`src/rtl/derrida_collector_pkg.sv`:
```
// Shared types and helpers for the Derrida collector: FSM encoding, bin-index widths,
// saturating increment step.
package derrida_collector_pkg;

    typedef enum logic [1:0] {
        StCollect = 2'd0,
        StScan    = 2'd1,
        StEmit    = 2'd2,
        StDone    = 2'd3
    } state_t;

    localparam int unsigned SAT_INC = 1;

    // Width needed to hold a Hamming distance 0..n_genes.
    function automatic int unsigned bin_w(input int unsigned n_genes);
        return $clog2(n_genes + 1);
    endfunction

    // Width of the flipped-bit index, never zero.
    function automatic int unsigned idx_w(input int unsigned n_genes);
        return (n_genes > 1) ? $clog2(n_genes) : 1;
    endfunction

endpackage

```
`src/rtl/derrida_collector_if.sv`:
```
// Successor-sample input stream plus histogram-bin output handshake for derrida_collector.
interface derrida_collector_if #(
    parameter int unsigned N_GENES = 5,
    parameter int unsigned CNT_W   = 16
);
    localparam int unsigned BIN_W = derrida_collector_pkg::bin_w(N_GENES);

    logic               input_data_valid;
    logic [N_GENES-1:0] input_data;
    logic               out_valid;
    logic               out_ready;
    logic [BIN_W-1:0]   out_bin;
    logic [CNT_W-1:0]   out_count;
    logic               done;

    modport master (
        output input_data_valid, input_data, out_ready,
        input  out_valid, out_bin, out_count, done
    );

    modport slave (
        input  input_data_valid, input_data, out_ready,
        output out_valid, out_bin, out_count, done
    );

endinterface

```
`src/rtl/derrida_popcount.sv`:
```
// Combinational population count of an N_GENES-bit vector.
module derrida_popcount #(
    parameter int unsigned N_GENES = 5,
    parameter int unsigned OUT_W   = $clog2(N_GENES + 1)
) (
    input  logic [N_GENES-1:0] i_vec,
    output logic [OUT_W-1:0]   o_cnt
);

    always_comb begin
        o_cnt = '0;
        for (int i = 0; i < N_GENES; i++) begin
            o_cnt = o_cnt + OUT_W'(i_vec[i]);
        end
    end

endmodule

```
`src/rtl/derrida_collector.sv`:
```
// Collects a 2^N successor table, histograms successor Hamming distance over single-bit-flip
// neighbour pairs and streams the bins out. DERRIDA_SYMM_EN counts each unordered pair once.
module derrida_collector
    import derrida_collector_pkg::*;
#(
    parameter int unsigned N_GENES = 5,
    parameter int unsigned CNT_W   = 16
) (
    input logic          clk,
    input logic          rst_n,
    derrida_collector_if.slave bus
);

    localparam int unsigned      DEPTH   = 2 ** N_GENES;
    localparam int unsigned      BIN_W   = bin_w(N_GENES);
    localparam int unsigned      IDX_W   = idx_w(N_GENES);
    localparam logic [IDX_W-1:0] LAST_B  = IDX_W'(N_GENES - 1);
    localparam logic [BIN_W-1:0] LAST_K  = BIN_W'(N_GENES);
    localparam logic [CNT_W-1:0] CNT_MAX = '1;

    state_t             r_state;
    logic [N_GENES-1:0] r_wr_idx;
    logic [N_GENES-1:0] r_s;
    logic [IDX_W-1:0]   r_b;
    logic [BIN_W-1:0]   r_k;
    logic [CNT_W-1:0]   r_bins [N_GENES+1];
    logic               r_out_valid;
    logic [BIN_W-1:0]   r_out_bin;
    logic [CNT_W-1:0]   r_out_count;
    logic               r_done;
    logic [N_GENES-1:0] r_table [DEPTH];

    logic [N_GENES-1:0] w_partner;
    logic [N_GENES-1:0] w_diff;
    logic [BIN_W-1:0]   w_hd;
    logic [BIN_W-1:0]   w_k_next;
    logic               w_acc;
    logic               w_write;
    logic [CNT_W-1:0]   w_bins_upd [N_GENES+1];

    assign w_write   = (r_state == StCollect) && bus.input_data_valid;
    assign w_partner = r_s ^ (N_GENES'(1) << r_b);
    assign w_diff    = r_table[r_s] ^ r_table[w_partner];
    assign w_k_next  = r_k + BIN_W'(1);

`ifdef DERRIDA_SYMM_EN
    assign w_acc = ~r_s[r_b];
`else
    assign w_acc = 1'b1;
`endif

    derrida_popcount #(
        .N_GENES (N_GENES),
        .OUT_W   (BIN_W)
    ) u_popcount (
        .i_vec (w_diff),
        .o_cnt (w_hd)
    );

    // Histogram after this cycle's pair; also feeds bin 0 straight into the first EMIT beat.
    always_comb begin
        for (int k = 0; k < N_GENES + 1; k++) begin
            w_bins_upd[k] = r_bins[k];
            if (w_acc && (w_hd == BIN_W'(k)) && (r_bins[k] != CNT_MAX)) begin
                w_bins_upd[k] = r_bins[k] + CNT_W'(SAT_INC);
            end
        end
    end

    // Table storage carries no reset: every entry is written before the scan reads it.
    always_ff @(posedge clk) begin
        if (w_write) begin
            r_table[r_wr_idx] <= bus.input_data;
        end
    end

    always_ff @(posedge clk or negedge rst_n) begin
        if (!rst_n) begin
            r_state     <= StCollect;
            r_wr_idx    <= '0;
            r_s         <= '0;
            r_b         <= '0;
            r_k         <= '0;
            for (int k = 0; k < N_GENES + 1; k++) begin
                r_bins[k] <= '0;
            end
            r_out_valid <= 1'b0;
            r_out_bin   <= '0;
            r_out_count <= '0;
            r_done      <= 1'b0;
        end else begin
            unique case (r_state)
                StCollect: begin
                    if (bus.input_data_valid) begin
                        r_wr_idx <= r_wr_idx + N_GENES'(1);
                        if (r_wr_idx == N_GENES'(DEPTH - 1)) begin
                            r_state <= StScan;
                        end
                    end
                end
                StScan: begin
                    for (int k = 0; k < N_GENES + 1; k++) begin
                        r_bins[k] <= w_bins_upd[k];
                    end
                    if (r_b == LAST_B) begin
                        r_b <= '0;
                        r_s <= r_s + N_GENES'(1);
                        if (r_s == N_GENES'(DEPTH - 1)) begin
                            r_state     <= StEmit;
                            r_out_valid <= 1'b1;
                            r_out_bin   <= '0;
                            r_out_count <= w_bins_upd[0];
                        end
                    end else begin
                        r_b <= r_b + IDX_W'(1);
                    end
                end
                StEmit: begin
                    if (bus.out_ready) begin
                        if (r_k == LAST_K) begin
                            r_state     <= StDone;
                            r_out_valid <= 1'b0;
                            r_done      <= 1'b1;
                        end else begin
                            r_k         <= w_k_next;
                            r_out_bin   <= w_k_next;
                            r_out_count <= r_bins[w_k_next];
                        end
                    end
                end
                StDone: begin
                end
                default: begin
                    r_state <= StCollect;
                end
            endcase
        end
    end

    assign bus.out_valid = r_out_valid;
    assign bus.out_bin   = r_out_bin;
    assign bus.out_count = r_out_count;
    assign bus.done      = r_done;

endmodule

```
`src/flat_wrapper.sv`:
```
// flat-port wrapper written by rule: the top's interface ports become plain ports
module derrida_collector_flat import derrida_collector_pkg::*;
#(
    parameter int unsigned N_GENES = 5,
    parameter int unsigned CNT_W   = 16
)
  (clk, rst_n, bus_input_data_valid, bus_input_data, bus_out_ready, bus_out_valid, bus_out_bin, bus_out_count, bus_done);
  derrida_collector_if #(.N_GENES(N_GENES), .CNT_W(CNT_W)) bus_i ();
  input logic clk;
  input logic rst_n;
  input wire logic [$bits(bus_i.input_data_valid)-1:0] bus_input_data_valid;
  input wire logic [$bits(bus_i.input_data)-1:0] bus_input_data;
  input wire logic [$bits(bus_i.out_ready)-1:0] bus_out_ready;
  output wire logic [$bits(bus_i.out_valid)-1:0] bus_out_valid;
  output wire logic [$bits(bus_i.out_bin)-1:0] bus_out_bin;
  output wire logic [$bits(bus_i.out_count)-1:0] bus_out_count;
  output wire logic [$bits(bus_i.done)-1:0] bus_done;
  assign bus_i.input_data_valid = bus_input_data_valid;
  assign bus_i.input_data = bus_input_data;
  assign bus_i.out_ready = bus_out_ready;
  assign bus_out_valid = bus_i.out_valid;
  assign bus_out_bin = bus_i.out_bin;
  assign bus_out_count = bus_i.out_count;
  assign bus_done = bus_i.done;
  derrida_collector #(.N_GENES(N_GENES), .CNT_W(CNT_W)) u_core (.clk(clk), .rst_n(rst_n), .bus(bus_i));
endmodule
```
`config.mk`:
```
export PLATFORM = sky130hd
export DESIGN_NAME = derrida_collector_flat
export DESIGN_NICKNAME = d
export VERILOG_FILES = /design/src/rtl/derrida_collector_pkg.sv /design/src/rtl/derrida_collector_if.sv /design/src/rtl/derrida_popcount.sv /design/src/rtl/derrida_collector.sv /design/src/flat_wrapper.sv
export SDC_FILE = /design/constraint.sdc
export NUM_CORES = 1
export LEC_CHECK = 0
export ABC_CLOCK_PERIOD_IN_PS = 5290
export CORE_UTILIZATION = 50
export DETAILED_ROUTE_END_ITERATION = 10
export HOLD_SLACK_MARGIN = 0.15
export PLACE_DENSITY = 0.74
export SKIP_LAST_GASP = 1
export SYNTH_ARGS = -nofsm -noshare
export SYNTH_HDL_FRONTEND = slang
export SYNTH_SLANG_ARGS = --single-unit
```
`constraint.sdc`:
```
create_clock -name clk -period 5.29 [get_ports clk]
set_input_delay 0.7935 -clock clk [delete_from_list [all_inputs] [get_ports clk]]
set_output_delay 0.7935 -clock clk [all_outputs]
set_load 0.02 [all_outputs]
```
==> results of run 1 <==
## flip-flops by register name, indices dropped and copies added (netlist names)
register	cells
u_core.bus.out_count	16
u_core.bus.out_valid	1
u_core.r_bins	96
u_core.r_table	160
u_core.r_b	3
u_core.bus.done	1
u_core.r_s	5
u_core.r_state	2
u_core.r_k	3
u_core.r_wr_idx	5
u_core.bus.out_bin	3
## stage by stage
step                worst slack, ps  instances  cell area, sq um  setup TNS [ps]  utilization [%]
global route                 -225.1       1740             18040           -4213            60.06
finish                        8.638       1740             18040               0            60.06
detailed placement           -146.1       1677             16690           -1624            55.59
CTS                           2.245       1735             17900               0            59.61
floorplan                     90.93       1223             15440               0                -
global placement             -22.94       1677             16690          -53.39            55.59
## power by group through the flow
stage / logic (mW) / registers (mW) / clock network [mW]
after floorplan: 3.92 / 2.85 / 0
after global placement: 5.93 / 2.93 / 0
after detailed placement: 6.05 / 2.94 / 0
after CTS: 6.20 / 2.90 / 2.44
after global routing: 7.13 / 2.92 / 2.53
final: 6.65 / 2.91 / 2.41
## what timing repair did
| item | CTS | global route |
|---|---|---|
| resized for setup | 10 | 28 |
| buffers inserted | 1 | 5 |
| endpoints found under the setup margin | 41 | 69 |
| pin swaps | 3 | 18 |
## per-layer routing
| layer | routed length, um | vias up | part of all wire [%] |
|---|---|---|---|
| li1 | - | 4784 | - |
| met1 | 15580 | 5478 | 39 |
| met2 | 20410 | 433 | 51 |
| met3 | 2240 | 107 | 5.6 |
| met4 | 1790 | 0 | 4.5 |
| met5 | 0 | - | 0 |
## cells in the mapped netlist (all sizes together), types with 4 or more instances
| master | number | area, sq um |
|---|---|---|
| xor2 | 43 | 376.6 |
| nand3b | 6 | 45.04 |
| buf | 29 | 168.9 |
| xnor2 | 90 | 822.0 |
| edfxtp | 160 | 4805 |
| clkbuf | 34 | 127.6 |
| mux2i | 39 | 390.4 |
| nor3 | 14 | 70.07 |
| o22ai | 7 | 43.79 |
| and3 | 14 | 87.58 |
| and4 | 6 | 52.55 |
| mux4 | 83 | 1869 |
| a31oi | 7 | 43.79 |
| o221ai | 4 | 35.03 |
| o22a | 4 | 35.03 |
| a32oi | 5 | 43.79 |
| o21ai | 48 | 240.2 |
| nand2b | 8 | 60.06 |
| nand4 | 23 | 143.9 |
| inv | 24 | 90.08 |
| a21oi | 20 | 100.1 |
| a311oi | 5 | 50.04 |
| a221o | 11 | 110.1 |
| mux2 | 13 | 146.4 |
| and2 | 5 | 31.28 |
| nor2 | 101 | 379.1 |
| nand3 | 54 | 270.3 |
| dfrtp | 135 | 3378 |
| nor4 | 6 | 37.54 |
| ha | 25 | 312.8 |
| a22oi | 7 | 57.55 |
| nand2 | 136 | 510.5 |
## area by class of cell
type	instances	area share (%)
Sequential cell	295	45.40
Multi-Input combinational cell	839	38.88
Timing Repair Buffer	133	6.194
Clock buffer	36	4.515
Tap cell	390	2.705
Clock inverter	21	1.762
Inverter	26	0.5410
## logic make-up after synthesis
| logic type | count (synthesis) |
|---|---|
| and+or+nand+nor | 389 |
| DFF | 295 |
| AOI/OAI and AO/OA | 155 |
| muxes | 135 |
| xor gates and xnor gates | 133 |
| buffers and inverters | 89 |
| adders and majority gates | 27 |
## final timing paths
check / from / to / slack (ps) / depth (start not counted)
setup / recovery: u_core.r_b[1] / u_core.bus.out_count[15] / 9 / 23
hold / removal: rst_n / u_core.r_bins[30] / 310 / 1
setup reg to reg: u_core.r_b[1] / u_core.bus.out_count[15] / 9 / 23
hold reg to reg: u_core.bus.out_count[11] / u_core.bus.out_count[11] / 470 / 2
max in group asynchronous: rst_n / u_core.r_s[0] / 3780 / 2
min in group clk: u_core.bus.out_count[11] / u_core.bus.out_count[11] / 470 / 2
==> metrics.cfg, run 1 <==
[synth]
synth-edff-count = 160
synth-simple-area-share_pct = 11.72
yosysWarnings = 0
synth_seq_cells = 295
synth-xor-area-share_pct = 7.770
synth_cell_types = 76
ys.flop_type = edfxtp_1
syn-num-nets = 1259
syn_area_sq_um = 15430
syn_avg_cell_area_sq_um = 12.61
synth_compound_area_share_pct = 7.032
synth_top_family_by_area = multiplexers
synthCells = 1223
async_flop_share_pct = 45.76
ys_seq_area_share_pct = 53.04
synthMuxAreaShare_pct = 15.60
synth_adder_area_share_pct = 2.287

[cts]
clk_latency_ps = 580
clock_sinks = 295
cts_root_buf = clkbuf_16
htreeDepth = 1
path_clk_slew_ps = 70
cts-buffers-inserted = 31
cts_hold_buffers = 0
cts_tree = yes
cts_buffer_depth = 3

[route]
drc = 0
drt-total-wl_um = 40020
antenna_left = 0
wl_per_cell_um = 23.00
vias_per_cell = 6.208
vias = 10800
drtIter0Drc = 883
firstDrtPassIters = 6

[critical_path]
cpPeakStageDelay_ps = 520
start_kind = flip-flop
crit_path_max_fanout = 14
worst-setup-path-type = reg2reg
cp_cell_sequence = inv_2 > ha_4 > nand2b_4 > xnor2_4 > buf_4 > buf_4 > mux4_2 > o22ai_1 > o21ai_0 > a32oi_1 > o221ai_2 > fa_1 > fa_2 > inv_2 > ha_4 > nor3b_2 > buf_4 > o41a_1 > buf_4 > nand4_1 > nor3_1 > xnor2_1 > o21ai_0
cpMostUsedCell = buf_4
cp_slowest_cell = fa_1
critical_path.top_delay_family = adder cells
cp.required_ps = 5730
cp.arrival_ps = 5720
cp-end-kind = flip-flop
critical_path_buf_inv_count = 6

[sta]
rsz0062_at_grt = true
maxSlewHeadroom_pct = 14.75
worst_pin_slew_ps = 1275
holdWs_ps = 307.7
finalHoldViolCount = 0
post-route-period-util_pct = 99.84
fin_crit_ps = 5281
drv_slew = 0
fmax_mhz = 189.3
skew_ps = 28.68
setup_viol = 0

[final_layout]
drive_gt1_share_pct = 22.07
area.growth.synth_to_final_pct = 16.93
register_area_sq_um = 8190
mostFrequentLayoutCells = edfxtp_1, nand2_1, dfrtp_1, buf_4, nor2_1
multi_input_area_sq_um = 7013
antenna_cells = 0
fill_cells = 2343
nets = 1362
mostFrequentLayoutCell = edfxtp_1

[die]
initial_core_util_pct = 51.37
die_h_um = 177.7
core_area_sq_um = 30030
boundaryPins = 30
fp.dieW_um = 177.7
core.rowCount = 63
dieArea_sq_um = 31560

[global_routing]
gr-usage-met1_pct = 32.57
globalRouteOverflowTotal = 0
globalRouteMet3Util_pct = 2.913
use_met2_pct = 46.11
busiest_layer = met2
first_global_vias = 10900
grt_max_degree = 99
antenna_found_initial = 0
grt_pass1_wl_um = 62130
grt_usage_pct = 26.12

[power_and_ir_drop]
p_total_mw = 11.97
sw_frac_of_total_pct = 39.09
clockPowerShare_pct = 20.2
power_per_cell_area_nw_per_um2 = 663.6
static-leakage-power_nw = 6.903
intPower_mw = 7.291
switchingPower_mw = 4.680
seqPwrFrac_pct = 24.3
ir_drop_mv = 0.6868
pwr-share-comb_pct = 55.6

[run_status]
status = finished clean

[job]
max_cap_viol_count = 0

[placed_design]
hpwl_um = 28490
numPortBuffers = 29
routabilityCongestion = 0.9558

[worst_hold_path]
hold_path_class = in2async

Power figures use the tool's default switching activity.
==> run 2: changes to the inputs <==
Settings changed: GPL_ROUTABILITY_DRIVEN from default to 1.
==> results of run 2 <==
Final layout, timing and power as in run 1 (identical DEF).
==> run 3: changes to the inputs <==
Settings changed: SLEW_MARGIN from default to 20.
==> run 3 against run 2 <==
Against the previous run:
- sequential cell count unchanged
- combinational power down 2%
- global-route usage down 0.13 points
- sequential share of layout area up 0.31 points
- wire length down 0.29%
- clock-buffer cell count down 1
- die area unchanged
- cell count up 0.11%
- critical endpoint is now u_core.r_bins[95]
- largest power group unchanged
==> metrics.cfg, run 3 (synthesis results as in run 1) <==
[run_status]
status = finished clean  ; unchanged

[power_and_ir_drop]
switchingPower_mw = 4.637  ; was 4.680 mW
static-leakage-power_nw = 6.856  ; was 6.903 nW
power_per_cell_area_nw_per_um2 = 651.2  ; was 663.6 nW/um^2
sw_frac_of_total_pct = 39.75  ; was 39.09%
seqPwrFrac_pct = 24.9  ; was 24.3%
clockPowerShare_pct = 19.0  ; was 20.2%
ir_drop_mv = 0.6296  ; was 0.6868 mV
pwr-share-comb_pct = 56.2  ; was 55.6%
p_total_mw = 11.67  ; was 11.97 mW
intPower_mw = 7.029  ; was 7.291 mW

[cts]
path_clk_slew_ps = 60  ; was 70 ps
cts_buffer_depth = 3  ; unchanged
clk_latency_ps = 580  ; about the same
cts_root_buf = clkbuf_16  ; unchanged
clock_sinks = 295  ; unchanged
cts_tree = yes  ; unchanged
cts_hold_buffers = 0  ; unchanged
cts-buffers-inserted = 31  ; unchanged
htreeDepth = 1  ; unchanged

[sta]
maxSlewHeadroom_pct = 29.92  ; was 14.75%
post-route-period-util_pct = 98.23  ; was 99.84%
finalHoldViolCount = 0  ; unchanged
fin_crit_ps = 5197  ; was 5281 ps
rsz0062_at_grt = true  ; unchanged
skew_ps = 30.48  ; was 28.68 ps
drv_slew = 0  ; unchanged
setup_viol = 0  ; unchanged
fmax_mhz = 192.4  ; was 189.3 MHz
holdWs_ps = 351.8  ; was 307.7 ps
setup_slack_ps = 93.47  ; was 8.638 ps
worst_pin_slew_ps = 1049  ; was 1275 ps

[global_routing]
grt_usage_pct = 25.98  ; was 26.12%
antenna_found_initial = 0  ; unchanged
grt_max_degree = 99  ; unchanged
globalRouteOverflowTotal = 0  ; unchanged
grt_pass1_wl_um = 61470  ; was 62130 um
first_global_vias = 10910  ; was 10900

[final_layout]
largest_reg_flops = 160  ; unchanged
drive_gt1_share_pct = 22.34  ; was 22.07%
layoutNonFillerInstCount = 1742  ; was 1740
fill_cells = 2334  ; was 2343
mostFrequentLayoutCells = edfxtp_1, nand2_1, dfrtp_1, buf_4, nor2_1  ; unchanged
top_register = u_core.r_table  ; unchanged
area.growth.synth_to_final_pct = 16.12  ; was 16.93%
nets = 1363  ; was 1362
antenna_cells = 0  ; unchanged
mostFrequentLayoutCell = edfxtp_1  ; unchanged

[critical_path]
r2r_cells = 23  ; unchanged
cp-end-kind = flip-flop  ; unchanged
critical_path.top_delay_family = adder cells  ; unchanged
cp.required_ps = 5740  ; was 5730 ps
crit_path_max_fanout = 14  ; unchanged
cpPeakStageDelay_ps = 520  ; about the same
worst-setup-path-type = reg2reg  ; unchanged
cp_slowest_cell = fa_1  ; unchanged
cp.arrival_ps = 5640  ; was 5720 ps
cpMostUsedCell = buf_4  ; unchanged
start_kind = flip-flop  ; unchanged
critical_path_depth = 23  ; unchanged
cp_cell_sequence = buf_4 > ha_4 > nand2b_4 > xnor2_4 > buf_4 > buf_4 > mux4_2 > o22ai_1 > o21ai_0 > a32oi_1 > o221ai_2 > fa_1 > fa_2 > inv_2 > ha_4 > nor3b_2 > buf_4 > o41a_1 > nand4_1 > buf_6 > nor4_4 > nand3_1 > xnor2_1  ; was inv_2 > ha_4 > nand2b_4 > xnor2_4 > buf_4 > buf_4 > mux4_2 > o22ai_1 > o21ai_0 > a32oi_1 > o221ai_2 > fa_1 > fa_2 > inv_2 > ha_4 > nor3b_2 > buf_4 > o41a_1 > buf_4 > nand4_1 > nor3_1 > xnor2_1 > o21ai_0
critical_path_buf_inv_count = 6  ; unchanged

[route]
vias_per_cell = 6.166  ; was 6.208
drtIter0Drc = 1068  ; was 883
vias = 10740  ; was 10800
firstDrtPassIters = 6  ; unchanged
antenna_left = 0  ; unchanged
drt-total-wl_um = 39900  ; was 40020 um
drc = 0  ; unchanged
wl_per_cell_um = 22.90  ; was 23.00 um

[die]
boundaryPins = 30  ; unchanged
initial_core_util_pct = 51.37  ; unchanged
core.rowCount = 63  ; unchanged
core_area_sq_um = 30030  ; unchanged
fp.dieW_um = 177.7  ; unchanged
dieArea_sq_um = 31560  ; unchanged
die_h_um = 177.7  ; unchanged

[worst_hold_path]
hold_path_class = in2async  ; unchanged

[placed_design]
pre_cts_slack_ps = -122.3  ; was -146.1 ps
routabilityCongestion = 0.9558  ; unchanged
numPortBuffers = 29  ; unchanged
dp_cells = 1677  ; unchanged
hpwl_um = 28390  ; was 28490 um

[job]
max_cap_viol_count = 0  ; unchanged

==> run 3: worst reg2reg max path: cells and delay by family, from the launching register on <==
kind / cells / cell delay (ps)
AO/OA/AOI/OAI: 5 / 1000
XOR/XNOR: 2 / 300
adder cells (fa/ha/maj): 4 / 1270
buffers and inverters: 6 / 1010
flip-flops: 1 / 400
multiplexers: 1 / 350
AND/OR/NAND/NOR: 5 / 740
==> run 3: per-layer routing <==
layer  track usage, %  routed length [um]  up-vias
met1            32.18               15370     5356
met4            13.57                2263        0
li1                 -                   -     4796
met2            44.73               19940      461
met5                0                   0        -
met3            3.063                2326      128
==> run 3: power by group through the flow <==
| stage | clock network [mW] | registers [mW] | logic (mW) |
|---|---|---|---|
| 6_report | 2.21 | 2.90 | 6.55 |
| 5_1_grt | 2.32 | 2.92 | 7.02 |
| 4_1_cts | 2.24 | 2.89 | 6.20 |
| 2_1_floorplan | 0 | 2.85 | 3.92 |
| 3_5_place_dp | 0 | 2.94 | 6.05 |
| 3_3_place_gp | 0 | 2.93 | 5.93 |
==> run 3: area by class of cell <==
type	count	area (sq um)	area share (%)
flip-flops and latches	295	8189	45.71
repair buffers	134	1096	6.118
multi-input cells	839	7007	39.11
well taps	390	488.0	2.724
clock inverters	23	226.5	1.264
inverters	26	97.59	0.5448
clock buffers	35	810.8	4.526
==> run 3: through the flow <==
| step | instance area [sq um] | util (%) | setup TNS [ps] |
|---|---|---|---|
| 6_report | 17910 | 59.65 | 0 |
| 5_1_grt | 17910 | 59.65 | -2171 |
| 4_1_cts | 17780 | 59.21 | -6.536 |
| 3_5_place_dp | 16680 | 55.56 | -1108 |
| 3_3_place_gp | 16690 | 55.59 | -53.39 |
| 2_1_floorplan | 15440 | - | 0 |
==> run 3: what timing repair did <==
item | 4_1_cts | 5_1_grt
setup buffers | 1 | 6
cloned | 0 | 0
endpoints found under the setup margin | 27 | 75
pin swaps | 3 | 17
resized for setup | 9 | 29
==> run 3: path summary, 6_finish.rpt <==
kind | start | to | slack, ps
min in group clk | u_core.bus.out_count[11] | u_core.bus.out_count[11] | 470
max in group asynchronous | rst_n | u_core.r_s[0] | 3830
hold / removal | rst_n | u_core.r_bins[5] | 350
setup / recovery | u_core.r_b[0] | u_core.r_bins[95] | 90
hold reg to reg | u_core.bus.out_count[11] | u_core.bus.out_count[11] | 470
setup reg to reg | u_core.r_b[0] | u_core.r_bins[95] | 90
